===== config.mk =====
export PLATFORM = sky130hd
export DESIGN_NAME = panel_scan_ctrl
export DESIGN_NICKNAME = d
export VERILOG_FILES = /design/src/rtl/panel_scan_ctrl.sv
export SDC_FILE = /design/constraint.sdc
export NUM_CORES = 1
export LEC_CHECK = 0
export CAP_MARGIN = 30
export CORE_ASPECT_RATIO = 2
export CORE_MARGIN = 5
export CORE_UTILIZATION = 45
export CTS_BUF_LIST = sky130_fd_sc_hd__clkbuf_8
export DETAILED_ROUTE_END_ITERATION = 10
export PLACE_DENSITY = 0.76
export SYNTH_ARGS = -nofsm -noshare
export SYNTH_HDL_FRONTEND = slang
export SYNTH_SLANG_ARGS = --single-unit
export TNS_END_PERCENT = 30

===== constraint.sdc =====
create_clock -name clk -period 3.5 [get_ports clk]
set_input_delay 1.05 -clock clk [delete_from_list [all_inputs] [get_ports clk]]
set_output_delay 1.05 -clock clk [all_outputs]
set_load 0.02 [all_outputs]

===== src/rtl/panel_scan_ctrl.sv =====
// HUB75 scan/timing generator: framebuffer read addresses, shared PWM reference and panel control pins.
// One line = SHIFT (2 cycles/column), TAIL, BLANK, LATCH, ADVANCE; linear PWM, one step per full row sweep.
module panel_scan_ctrl #(
    parameter int PWM_WIDTH = 12,
    parameter int COL_BITS  = 5,
    parameter int ROW_BITS  = 4
) (
    input  logic                 clk,
    input  logic                 rst,
    input  logic                 en,
    output logic [COL_BITS-1:0]  col_addr,
    output logic [ROW_BITS-1:0]  row_addr,
    output logic [PWM_WIDTH-1:0] pwm,
    output logic                 panel_clk,
    output logic                 panel_lat,
    output logic                 panel_oe_n,
    output logic [ROW_BITS-1:0]  panel_row,
    output logic                 frame_start
);

    typedef enum logic [2:0] {
        S_IDLE    = 3'd0,
        S_SHIFT   = 3'd1,
        S_TAIL    = 3'd2,
        S_BLANK   = 3'd3,
        S_LATCH   = 3'd4,
        S_ADVANCE = 3'd5
    } state_t;

    localparam logic [COL_BITS:0] CNT_LAST = {(COL_BITS+1){1'b1}};

    state_t               r_state, w_state_nxt;
    logic [COL_BITS:0]    r_cnt, w_cnt_nxt;
    logic [ROW_BITS-1:0]  r_row, w_row_nxt;
    logic [PWM_WIDTH-1:0] r_pwm, w_pwm_nxt;
    logic                 r_valid, w_valid_nxt;
    logic [ROW_BITS-1:0]  r_prow, w_prow_nxt;
    logic                 r_clk, r_lat, r_oe_n, r_fs;
    logic                 w_clk_nxt, w_lat_nxt, w_oe_n_nxt, w_fs_nxt;

    always_comb begin
        w_state_nxt = r_state;
        w_cnt_nxt   = r_cnt;
        w_row_nxt   = r_row;
        w_pwm_nxt   = r_pwm;
        w_valid_nxt = r_valid;
        w_prow_nxt  = r_prow;
        w_fs_nxt    = 1'b0;
        case (r_state)
            S_IDLE: begin
                if (en) begin
                    w_state_nxt = S_SHIFT;
                    w_cnt_nxt   = '0;
                end
            end
            S_SHIFT: begin
                w_cnt_nxt = r_cnt + 1'b1;
                if (r_cnt == CNT_LAST) w_state_nxt = S_TAIL;
            end
            S_TAIL:  w_state_nxt = S_BLANK;
            S_BLANK: begin
                // Entering LATCH: the new row select appears together with the latch strobe.
                w_state_nxt = S_LATCH;
                w_prow_nxt  = r_row;
                w_valid_nxt = 1'b1;
            end
            S_LATCH: begin
                w_state_nxt = S_ADVANCE;
                w_cnt_nxt   = '0;
            end
            S_ADVANCE: begin
                w_cnt_nxt = '0;
                w_row_nxt = r_row + 1'b1;
                if (r_row == '1) begin
                    w_pwm_nxt = r_pwm + 1'b1;
                    w_fs_nxt  = (r_pwm == '1);
                end
                w_state_nxt = en ? S_SHIFT : S_IDLE;
            end
            default: w_state_nxt = S_IDLE;
        endcase

        // Output values are decoded from the next state so every pin comes straight off a flop.
        w_clk_nxt  = ((w_state_nxt == S_SHIFT) && !w_cnt_nxt[0] && (w_cnt_nxt[COL_BITS:1] != '0))
                     || (w_state_nxt == S_TAIL);
        w_lat_nxt  = (w_state_nxt == S_LATCH);
        w_oe_n_nxt = !(((w_state_nxt == S_SHIFT) || (w_state_nxt == S_TAIL)) && w_valid_nxt);
    end

    always_ff @(posedge clk or posedge rst) begin
        if (rst) begin
            r_state <= S_IDLE;
            r_cnt   <= '0;
            r_row   <= '0;
            r_pwm   <= '0;
            r_valid <= 1'b0;
            r_prow  <= '0;
            r_clk   <= 1'b0;
            r_lat   <= 1'b0;
            r_oe_n  <= 1'b1;
            r_fs    <= 1'b0;
        end else begin
            r_state <= w_state_nxt;
            r_cnt   <= w_cnt_nxt;
            r_row   <= w_row_nxt;
            r_pwm   <= w_pwm_nxt;
            r_valid <= w_valid_nxt;
            r_prow  <= w_prow_nxt;
            r_clk   <= w_clk_nxt;
            r_lat   <= w_lat_nxt;
            r_oe_n  <= w_oe_n_nxt;
            r_fs    <= w_fs_nxt;
        end
    end

    assign col_addr    = r_cnt[COL_BITS:1];
    assign row_addr    = r_row;
    assign pwm         = r_pwm;
    assign panel_clk   = r_clk;
    assign panel_lat   = r_lat;
    assign panel_oe_n  = r_oe_n;
    assign panel_row   = r_prow;
    assign frame_start = r_fs;

endmodule

* After elaboration in Yosys (flattened, before gate mapping)
Index checks and enable logic that the tools add are counted.
** Cells by class
- Reductions and logical operators :: 11
- Equality and inequality tests :: 11
- Add/sub/neg operators :: 3
- Mux-type cells :: 9
- Multipliers :: 0
- Order comparisons :: 0
- Shifts and indexed selects :: 0
- Bitwise operators :: 0
- Divide/modulo/power cells :: 0
** Operators with widths (count)
- $pmux W3 S6 :: 1
- $pmux W6 S3 :: 1
- $add A12 B1 Y12 const B :: 1
- $eq A12 B12 Y1 const B :: 1
- $eq A3 B2 Y1 const B :: 3
- $eq A3 B3 Y1 const B :: 3
- $add A6 B1 Y6 const B :: 1
- $eq A3 B1 Y1 const B :: 2
- $eq A6 B6 Y1 const B :: 1
- $mux W3 :: 2
- $mux W6 :: 1
- $reduce_bool A5 Y1 :: 1
- $add A4 B1 Y4 const B :: 1
- $eq A4 B4 Y1 const B :: 1
- $mux W1 :: 4
- $logic_and A1 B1 Y1 :: 3
- $logic_not A3 Y1 :: 1
- $logic_not A1 Y1 :: 2
- $logic_or A1 B1 Y1 :: 2
- $reduce_and A2 Y1 :: 1
- $reduce_or A2 Y1 :: 1
** Word-level totals
- RAM bits :: 0
- Memories kept :: 0
- Bits in latches :: 0
- ROM bits :: 0
- Register bits :: 34
- Output and inout port bits :: 29

* Logic depth before layout (Yosys ltp)
Gate-level depths: netlist of the first run.
- Depth after elaboration :: 7
- Mapped depth :: 6

* Worst setup path before layout of the first run
OpenSTA, ideal clock, no wires.
- Path type :: input port to flip-flop
- From :: input en
- To :: register r_clk (netlist: panel_clk)
- Arrival :: 1.926 ns
- Library setup time :: 0.136 ns
- Cell stages on the path :: 5
- Slack :: 1.438 ns
- Required time :: 3.364 ns
- Path buffers :: 0
- Cells stage by stage :: nor2_1 -> and3_1 -> a221o_1 -> a311oi_1 -> a211oi_2
** RTL lines
- from (decl) :: RTL line 10 : input logic en,
- $mux W6 :: RTL line 51 : if (en) begin
- $pmux W6 S3 :: RTL line 49 : case (r_state)
- named net w_cnt_nxt[2] :: RTL line 33 : logic [COL_BITS:0] r_cnt, w_cnt_nxt;
- $reduce_bool A5 Y1 :: RTL line 84 : w_clk_nxt = ((w_state_nxt == S_SHIFT) && !w_cnt_nxt[0] && (w_cnt_nxt[COL_BITS:1] != '0))
- $logic_and A1 B1 Y1 :: RTL line 84
- $logic_or A1 B1 Y1 :: RTL line 85 : || (w_state_nxt == S_TAIL);
- named net w_clk_nxt :: RTL line 39 : logic w_clk_nxt, w_lat_nxt, w_oe_n_nxt, w_fs_nxt;
- to (signal assigned) :: RTL line 109 : r_clk <= w_clk_nxt;
- to (decl) :: RTL line 38 : logic r_clk, r_lat, r_oe_n, r_fs;
The timed path passes the listed nets, and every way through them passes these cells.
A chain may end at the register's enable or synchronous reset.

* Worst setup path in the final report of the first run
Ends and elaborated chain as after synthesis.

==> qor.tcl, run 1 <==
set qor(cts_buffers) 5
set qor(dp_hpwl_um) 2690
set qor(vdd_ir_drop_max_mv) 0.379
set qor(layout_stage_area_growth_over_the_synthesis_result_pct) 25.8
set qor(ioPinCount) 32
set qor(ys_async_sr_fraction) 1.00
set qor(critical_path.reg2reg.startpoint) {r_state[1]$_DFF_PP0_}
set qor(synth.distinct_cells) 38
set qor(layout_commonest_cell) {sky130_fd_sc_hd__dfrtp_1}
set qor(leakage_power_of_the_design_uw) 0.000930
set qor(grt_max_degree) 25
set qor(worstHoldStart) {r_valid$_DFF_PP0_}
set qor(number_of_antenna_violations_at_the_first_check_in_global_routing) 0
set qor(power.net_switching_uw) 450
set qor(drt-pass1-iter-count) 4
set qor(number_of_flops_mapped_to_enable_cells_by_yosys) 0
set qor(grt_use_total) 0.161
set qor(grt_pass1_vias) 1318
set qor(critical_path.endpoint_type) {register}
set qor(placed_cells) 228
set qor(num_rows) 31
set qor(finalSetupViolations) 0
set qor(hold_slack_ns) 0.419
set qor(dieArea_sq_um) 5000
set qor(worstPathRequired_ns) 3.65
set qor(post_route_antenna_net_violation_count) 0
set qor(grt.overflow.total) 0
set qor(net_count_final) 192
set qor(post_cts_hold_buffer_count) 0
set qor(port-buffer-count) 31
set qor(total_count_of_hold_check_failures_in_the_final_report) 0
set qor(synth_top_flop_cell) {sky130_fd_sc_hd__dfrtp_1}
set qor(place.gp.congestion) 0.875
set qor(worst_skew_pair.late_latency_ns) 0.29
set qor(drv.max_cap_violation_count) 0
set qor(tritoncts) {yes}
set qor(timing.final.max_slew_violations) 0
set qor(route.detailed.drc) 0
set qor(numClockSinks) 34
set qor(post_synth_inst_count) 156
set qor(class_of_the_worst_hold_path) {register to register}
set qor(layout_worst_path_cycle_share) 0.720
set qor(timing.final.ws_setup_ns) 0.981
set qor(internal_power_uw) 825
set qor(slowest_cell_on_the_critical_path) {sky130_fd_sc_hd__clkdlybuf4s50_1}
set qor(start_kind) {primary input}
set qor(min_delay_path_depth) 1
set qor(setup.worst_path.class) {primary input to register}
set qor(run_status) {completed}
set qor(mappedNetlistArea_sq_um) 1630
set qor(setup-tns-final_ns) 0
set qor(core-area_sq_um) 3570
set qor(min_delay_worst_endpoint) {panel_oe_n$_DFF_PP1_}
set qor(yosysSeqAreaShare) 0.523
set qor(r2r_setup_slack_ns) 1.50
set qor(timing.reg2reg.worst_path_depth) 5
set qor(crit-reg2reg-capture) {panel_clk$_DFF_PP0_}
set qor(synth_area_leaders) {sky130_fd_sc_hd__dfrtp_1, sky130_fd_sc_hd__nand3_1, sky130_fd_sc_hd__xnor2_1}
set qor(power.clock.fraction) 0.240
set qor(combPwrFrac) 0.322
set qor(total_vias_in_the_final_route) 1283
set qor(timing.max_slew.rel_slack) 0.620
set qor(die_width_um) 52.6
set qor(route.detailed.wl_per_inst_um) 14.9
set qor(netSwitchingFraction) 0.353
set qor(pre_cts_ws_ns) 0.719
set qor(cp_max_fo) 6
set qor(first_iter_violations) 28
set qor(initial_core_util) 0.457
set qor(syn-mean-instance-area_sq_um) 10.5
set qor(wirelength_um) 3520
set qor(synth-warning-count) 0
set qor(drive_gt1_frac) 0.0909
set qor(sequentialPowerShare) 0.438
set qor(power.density_nw_per_um2) 621
set qor(timing_worst_slew_pin_value_ns) 0.569
set qor(synth_fp_nets) 162
set qor(critical_path.max_stage_delay_ns) 0.56
set qor(instances_no_fill) 236
set qor(timing.critical_path.cells) {clkdlybuf4s50_1 -> nor2_1 -> and3_1 -> a221o_1 -> a311oi_1 -> a211oi_2}
set qor(post_cts_resized) 0
set qor(finalClockSkew_ns) 0.00572
set qor(viasPerCell) 5.44
set qor(postCtsSetupBuffers) 0
set qor(max_freq_ghz) 0.397
set qor(yosys.area.top_type_share) 0.507
set qor(ys_seq_elements) 34
set qor(cp.arrival_ns) 2.67
set qor(cts.path.max_buffers) 2
set qor(synth_largest_area_cell) {sky130_fd_sc_hd__dfrtp_1}
set qor(diodes) 0
set qor(grt_setup_unrepaired) {false}
set qor(clock_tree_root_buffer_cell) {sky130_fd_sc_hd__clkbuf_8}
set qor(clk_pin_slew_worst_paths_ns) 0.07
set qor(timing.final.crit_period_ns) 2.52
set qor(cts_htree_levels) 2
set qor(grt_pass1_wl_um) 6020
set qor(die_h_um) 95.1
set qor(layout.cells.most_common_list) {sky130_fd_sc_hd__dfrtp_1, sky130_fd_sc_hd__clkdlybuf4s50_1, sky130_fd_sc_hd__nand3_1, sky130_fd_sc_hd__nand2_1, sky130_fd_sc_hd__nor2_1}
[cells by family (layout without fill, tap and decap cells)]
| logic type | count (synthesis) | in the layout | synth area share |
|---|---|---|---|
| and+or+nand+nor | 63 | 63 | 0.201 |
| DFF | 34 | 34 | 0.523 |
| AOI/OAI and AO/OA | 21 | 21 | 0.0852 |
| xor gates and xnor gates | 14 | 14 | 0.0752 |
| buffers and inverters | 14 | 45 | 0.0445 |
| muxes | 7 | 7 | 0.0483 |
| adders and majority gates | 3 | 3 | 0.0230 |
[worst max-delay path: cells and delay by family]
kind,cells,cell delay [ns]
buffers and inverters,1,0.56
AOI/OAI and AO/OA,3,0.69
and+or+nand+nor,2,0.37
[power groups by stage]
stage | Clock (uW) | Sequential [uW] | Combinational (uW)
finish | 305 | 558 | 411
global route | 338 | 573 | 446
CTS | 313 | 557 | 413
detailed placement | 0 | 564 | 412
global placement | 0 | 561 | 396
floorplan | 0 | 562 | 280
[sequential cells by signal, summed over array words and instances (netlist names)]
name / count
panel_lat: 1
panel_clk: 1
row_addr: 4
r_state: 3
panel_oe_n: 1
panel_row: 4
r_cnt: 6
pwm: 12
r_valid: 1
frame_start: 1
[how the worst max path moves through the flow]
stage / depth (start not counted) / slack, ns / to / startpoint
2_1_floorplan: 5 / 1.44 / panel_clk$_DFF_PP0_ / en
3_3_place_gp: 6 / 0.76 / panel_clk$_DFF_PP0_ / en
3_5_place_dp: 6 / 0.72 / panel_clk$_DFF_PP0_ / en
4_1_cts: 6 / 1.01 / panel_clk$_DFF_PP0_ / en
5_1_grt: 6 / 0.91 / panel_clk$_DFF_PP0_ / en
6_report: 6 / 0.98 / panel_clk$_DFF_PP0_ / en
[Yosys cell counts (2+ instances only)]
master and n:
sky130_fd_sc_hd__a21oi_1 5, sky130_fd_sc_hd__and3_1 6, sky130_fd_sc_hd__buf_4 5, sky130_fd_sc_hd__clkbuf_1 3, sky130_fd_sc_hd__dfrtp_1 33, sky130_fd_sc_hd__ha_1 3
sky130_fd_sc_hd__inv_1 5, sky130_fd_sc_hd__mux2_1 2, sky130_fd_sc_hd__mux2_2 5, sky130_fd_sc_hd__nand2_1 13, sky130_fd_sc_hd__nand2b_1 4, sky130_fd_sc_hd__nand3_1 13
sky130_fd_sc_hd__nand3b_1 2, sky130_fd_sc_hd__nand4_1 2, sky130_fd_sc_hd__nor2_1 11, sky130_fd_sc_hd__nor2b_1 2, sky130_fd_sc_hd__nor3_1 4, sky130_fd_sc_hd__o211ai_1 2
sky130_fd_sc_hd__o21ai_0 3, sky130_fd_sc_hd__o21ai_1 3, sky130_fd_sc_hd__xnor2_1 7, sky130_fd_sc_hd__xor2_1 7
[per-layer routing]
metal,vias up,GRT usage,wire (um)
met5,-,0,0
met4,0,0.0640,59
met3,8,0.0454,195
met2,45,0.291,1990
met1,632,0.169,1280
li1,598,-,-
[per-stage QoR]
| stage | area [sq um] | util | power, uW |
|---|---|---|---|
| 6_report | 2050 | 0.575 | 1270 |
| 3_3_place_gp | 1960 | 0.548 | 957 |
| 3_5_place_dp | 1960 | 0.548 | 976 |
| 2_1_floorplan | 1630 | - | 842 |
| 4_1_cts | 2050 | 0.575 | 1280 |
| 5_1_grt | 2050 | 0.575 | 1360 |
[final cells by class]
cell class	instances	area (sq um)
Clock inverter	2	12.5
Tap cell	49	61.3
Multi-Input combinational cell	108	706
Inverter	5	18.8
Clock buffer	6	82.6
Timing Repair Buffer	32	318
Fill cell	328	1520
Sequential cell	34	852
Power figures use the tool's default switching activity.
==> inputs of run 2 (changes only) <==
--- a/config.mk
+++ b/config.mk
@@ -11,7 +11,7 @@
 export CORE_UTILIZATION = 45
 export CTS_BUF_LIST = sky130_fd_sc_hd__clkbuf_8
 export DETAILED_ROUTE_END_ITERATION = 10
-export PLACE_DENSITY = 0.76
+export PLACE_DENSITY = 0.79
 export SYNTH_ARGS = -nofsm -noshare
 export SYNTH_HDL_FRONTEND = slang
 export SYNTH_SLANG_ARGS = --single-unit
==> constraint.sdc (replaced) <==
create_clock -name clk -period 2.1 [get_ports clk]
set_input_delay 0.63 -clock clk [delete_from_list [all_inputs] [get_ports clk]]
set_output_delay 0.63 -clock clk [all_outputs]
set_load 0.02 [all_outputs]
==> run 2 against run 1 <==
Compared with the run above:
- register-to-register slack worse by 1.4 ns
- core utilization increased by 1.5 points
- sequential power increased by 65%
- combinational power rose by 74%
- flip-flop and latch count did not move
- die area stayed put
- largest power group unchanged
- critical path depth decreased by 5
- largest cell class unchanged
- count of clock-buffer cells in the layout unchanged
- total power is 68% higher
==> qor.tcl, run 2 (same netlist as run 1, synthesis figures left out) <==
set qor(diodes) 0
set qor(num-fill-cells) 315
set qor(grt_setup_unrepaired) {false}
set qor(critical_path.endpoint_type) {output port}
set qor(worstHoldStart) {r_valid$_DFF_PP0_}
set qor(num_rows) 31
set qor(drive_gt1_frac) 0.124
set qor(grt_use_total) 0.157
set qor(first_iter_violations) 7
set qor(port-buffer-count) 31
set qor(class_of_the_worst_hold_path) {register to register}
set qor(timing.final.max_slew_violations) 0
set qor(start_kind) {register}
set qor(route.detailed.drc) 0
set qor(min_delay_worst_endpoint) {panel_oe_n$_DFF_PP1_}
set qor(worst_skew_pair.late_latency_ns) 0.28
set qor(run_status) {completed}
set qor(layout_stage_area_growth_over_the_synthesis_result_pct) 29.2
set qor(grt_pass1_wl_um) 5900
set qor(total_count_of_hold_check_failures_in_the_final_report) 0
set qor(cts_htree_levels) 2
set qor(largest_register_ffs) 12
set qor(max_freq_ghz) 0.496
set qor(core-area_sq_um) 3570
set qor(timing.critical_path.cells) {clkdlybuf4s50_1}
set qor(total_vias_in_the_final_route) 1281
set qor(viasPerCell) 5.27
set qor(timing.final.crit_period_ns) 2.02
set qor(slowest_cell_on_the_critical_path) {sky130_fd_sc_hd__clkdlybuf4s50_1}
set qor(cp_top_family) {buffers and inverters}
set qor(critical_path.reg2reg.startpoint) {r_cnt[0]$_DFF_PP0_}
set qor(instances_no_fill) 243
set qor(die_h_um) 95.1
set qor(cts_buffers) 5
set qor(numClockSinks) 34
set qor(dp_hpwl_um) 2720
set qor(number_of_antenna_violations_at_the_first_check_in_global_routing) 0
set qor(timing.critical_path.buf_inv) 1
set qor(drt-pass1-iter-count) 4
set qor(route.detailed.wl_per_inst_um) 14.7
set qor(placed_cells) 235
set qor(r2r_setup_slack_ns) 0.15
set qor(finalClockSkew_ns) 0.00791
set qor(layout_worst_path_cycle_share) 0.960
set qor(net_count_final) 199
set qor(clk_pin_slew_worst_paths_ns) 0.06
set qor(timing.final.ws_setup_ns) 0.0841
set qor(grt_pass1_vias) 1322
set qor(drv.max_cap_violation_count) 0
set qor(vdd_ir_drop_max_mv) 0.627
set qor(crit-reg2reg-capture) {panel_clk$_DFF_PP0_}
set qor(timing.reg2reg.worst_path_depth) 5
set qor(cp.arrival_ns) 1.39
set qor(dieArea_sq_um) 5000
set qor(layout.cells.most_common_list) {sky130_fd_sc_hd__dfrtp_1, sky130_fd_sc_hd__clkdlybuf4s50_1, sky130_fd_sc_hd__nand3_1, sky130_fd_sc_hd__nand2_1, sky130_fd_sc_hd__nor2_1}
set qor(timing.max_slew.rel_slack) 0.721
set qor(grt.overflow.total) 0
set qor(setup-tns-final_ns) 0
set qor(post_route_antenna_net_violation_count) 0
set qor(tritoncts) {yes}
set qor(grt_max_degree) 35
set qor(cp_max_fo) 1
set qor(min_delay_path_depth) 1
set qor(critical_path.max_stage_delay_ns) 0.59
set qor(cts.path.max_buffers) 2
set qor(timing_worst_slew_pin_value_ns) 0.419
set qor(power.density_nw_per_um2) 1010
set qor(place.gp.congestion) 0.844
set qor(leakage_power_of_the_design_uw) 0.000975
set qor(die_width_um) 52.6
set qor(worstPathRequired_ns) 1.47
set qor(ioPinCount) 32
set qor(postCtsSetupBuffers) 0
set qor(initial_core_util) 0.457
set qor(wirelength_um) 3580
set qor(pre_cts_ws_ns) -0.0973
set qor(clock_tree_root_buffer_cell) {sky130_fd_sc_hd__clkbuf_8}
set qor(setup.worst_path.class) {register to output port}
set qor(finalSetupViolations) 0
set qor(layout_commonest_cell) {sky130_fd_sc_hd__dfrtp_1}
run 2: cell type report:
class	instances	area, sq um	area share
clock buffers	6	82.6	0.0392
clock inverters	2	12.5	0.00594
inverters	5	18.8	0.00891
multi-input cells	108	706	0.335
flip-flops and latches	34	852	0.405
well taps	49	61.3	0.0291
repair buffers	39	373	0.177
run 2: worst max-delay path by stage:
stage | start | end | depth (start not counted)
after CTS | r_cnt[2]$_DFF_PP0_ | col_addr[1] | 1
after floorplan | r_cnt[0]$_DFF_PP0_ | panel_clk$_DFF_PP0_ | 5
after detailed placement | en | panel_clk$_DFF_PP0_ | 6
after global placement | en | panel_clk$_DFF_PP0_ | 6
final | panel_oe_n$_DFF_PP1_ | panel_oe_n | 1
after global routing | panel_oe_n$_DFF_PP1_ | panel_oe_n | 1
run 2: repair_timing:
action,CTS,global route
setup endpoints to repair,0,1
resized for setup,0,1
hold buffers,0,0
run 2: worst register-to-register path, stage by stage, from the launching register on:
cell,delay [ns]
sky130_fd_sc_hd__dfrtp_1,0.48
sky130_fd_sc_hd__ha_1,0.23
sky130_fd_sc_hd__mux2_2,0.35
sky130_fd_sc_hd__a221o_1,0.35
sky130_fd_sc_hd__a311oi_1,0.31
sky130_fd_sc_hd__a211oi_2,0.11
run 2: report_power, final:
group | internal (uW) | switching [uW] | total (uW)
registers | 776 | 147 | 922
clock network | 263 | 233 | 496
logic | 353 | 363 | 716
total | 1390 | 742 | 2130
run 2: stage by stage:
stage          area [sq um]  power [uW]  hold WS (ns)   util
2_1_floorplan          1630        1400         0.391      -
3_3_place_gp           2010        1640         0.424  0.563
3_5_place_dp           2010        1660         0.410  0.563
4_1_cts                2100        2160         0.430  0.589
5_1_grt                2110        2260         0.453  0.590
6_report               2110        2130         0.430  0.590
run 2: per-layer routing:
metal  vias to the layer above  part of all wire  GRT usage
li1                        612                 -          -
met1                       623              0.37      0.154
met2                        39              0.58      0.299
met3                         7             0.038     0.0407
met4                         0             0.015     0.0618
met5                         -                 0          0
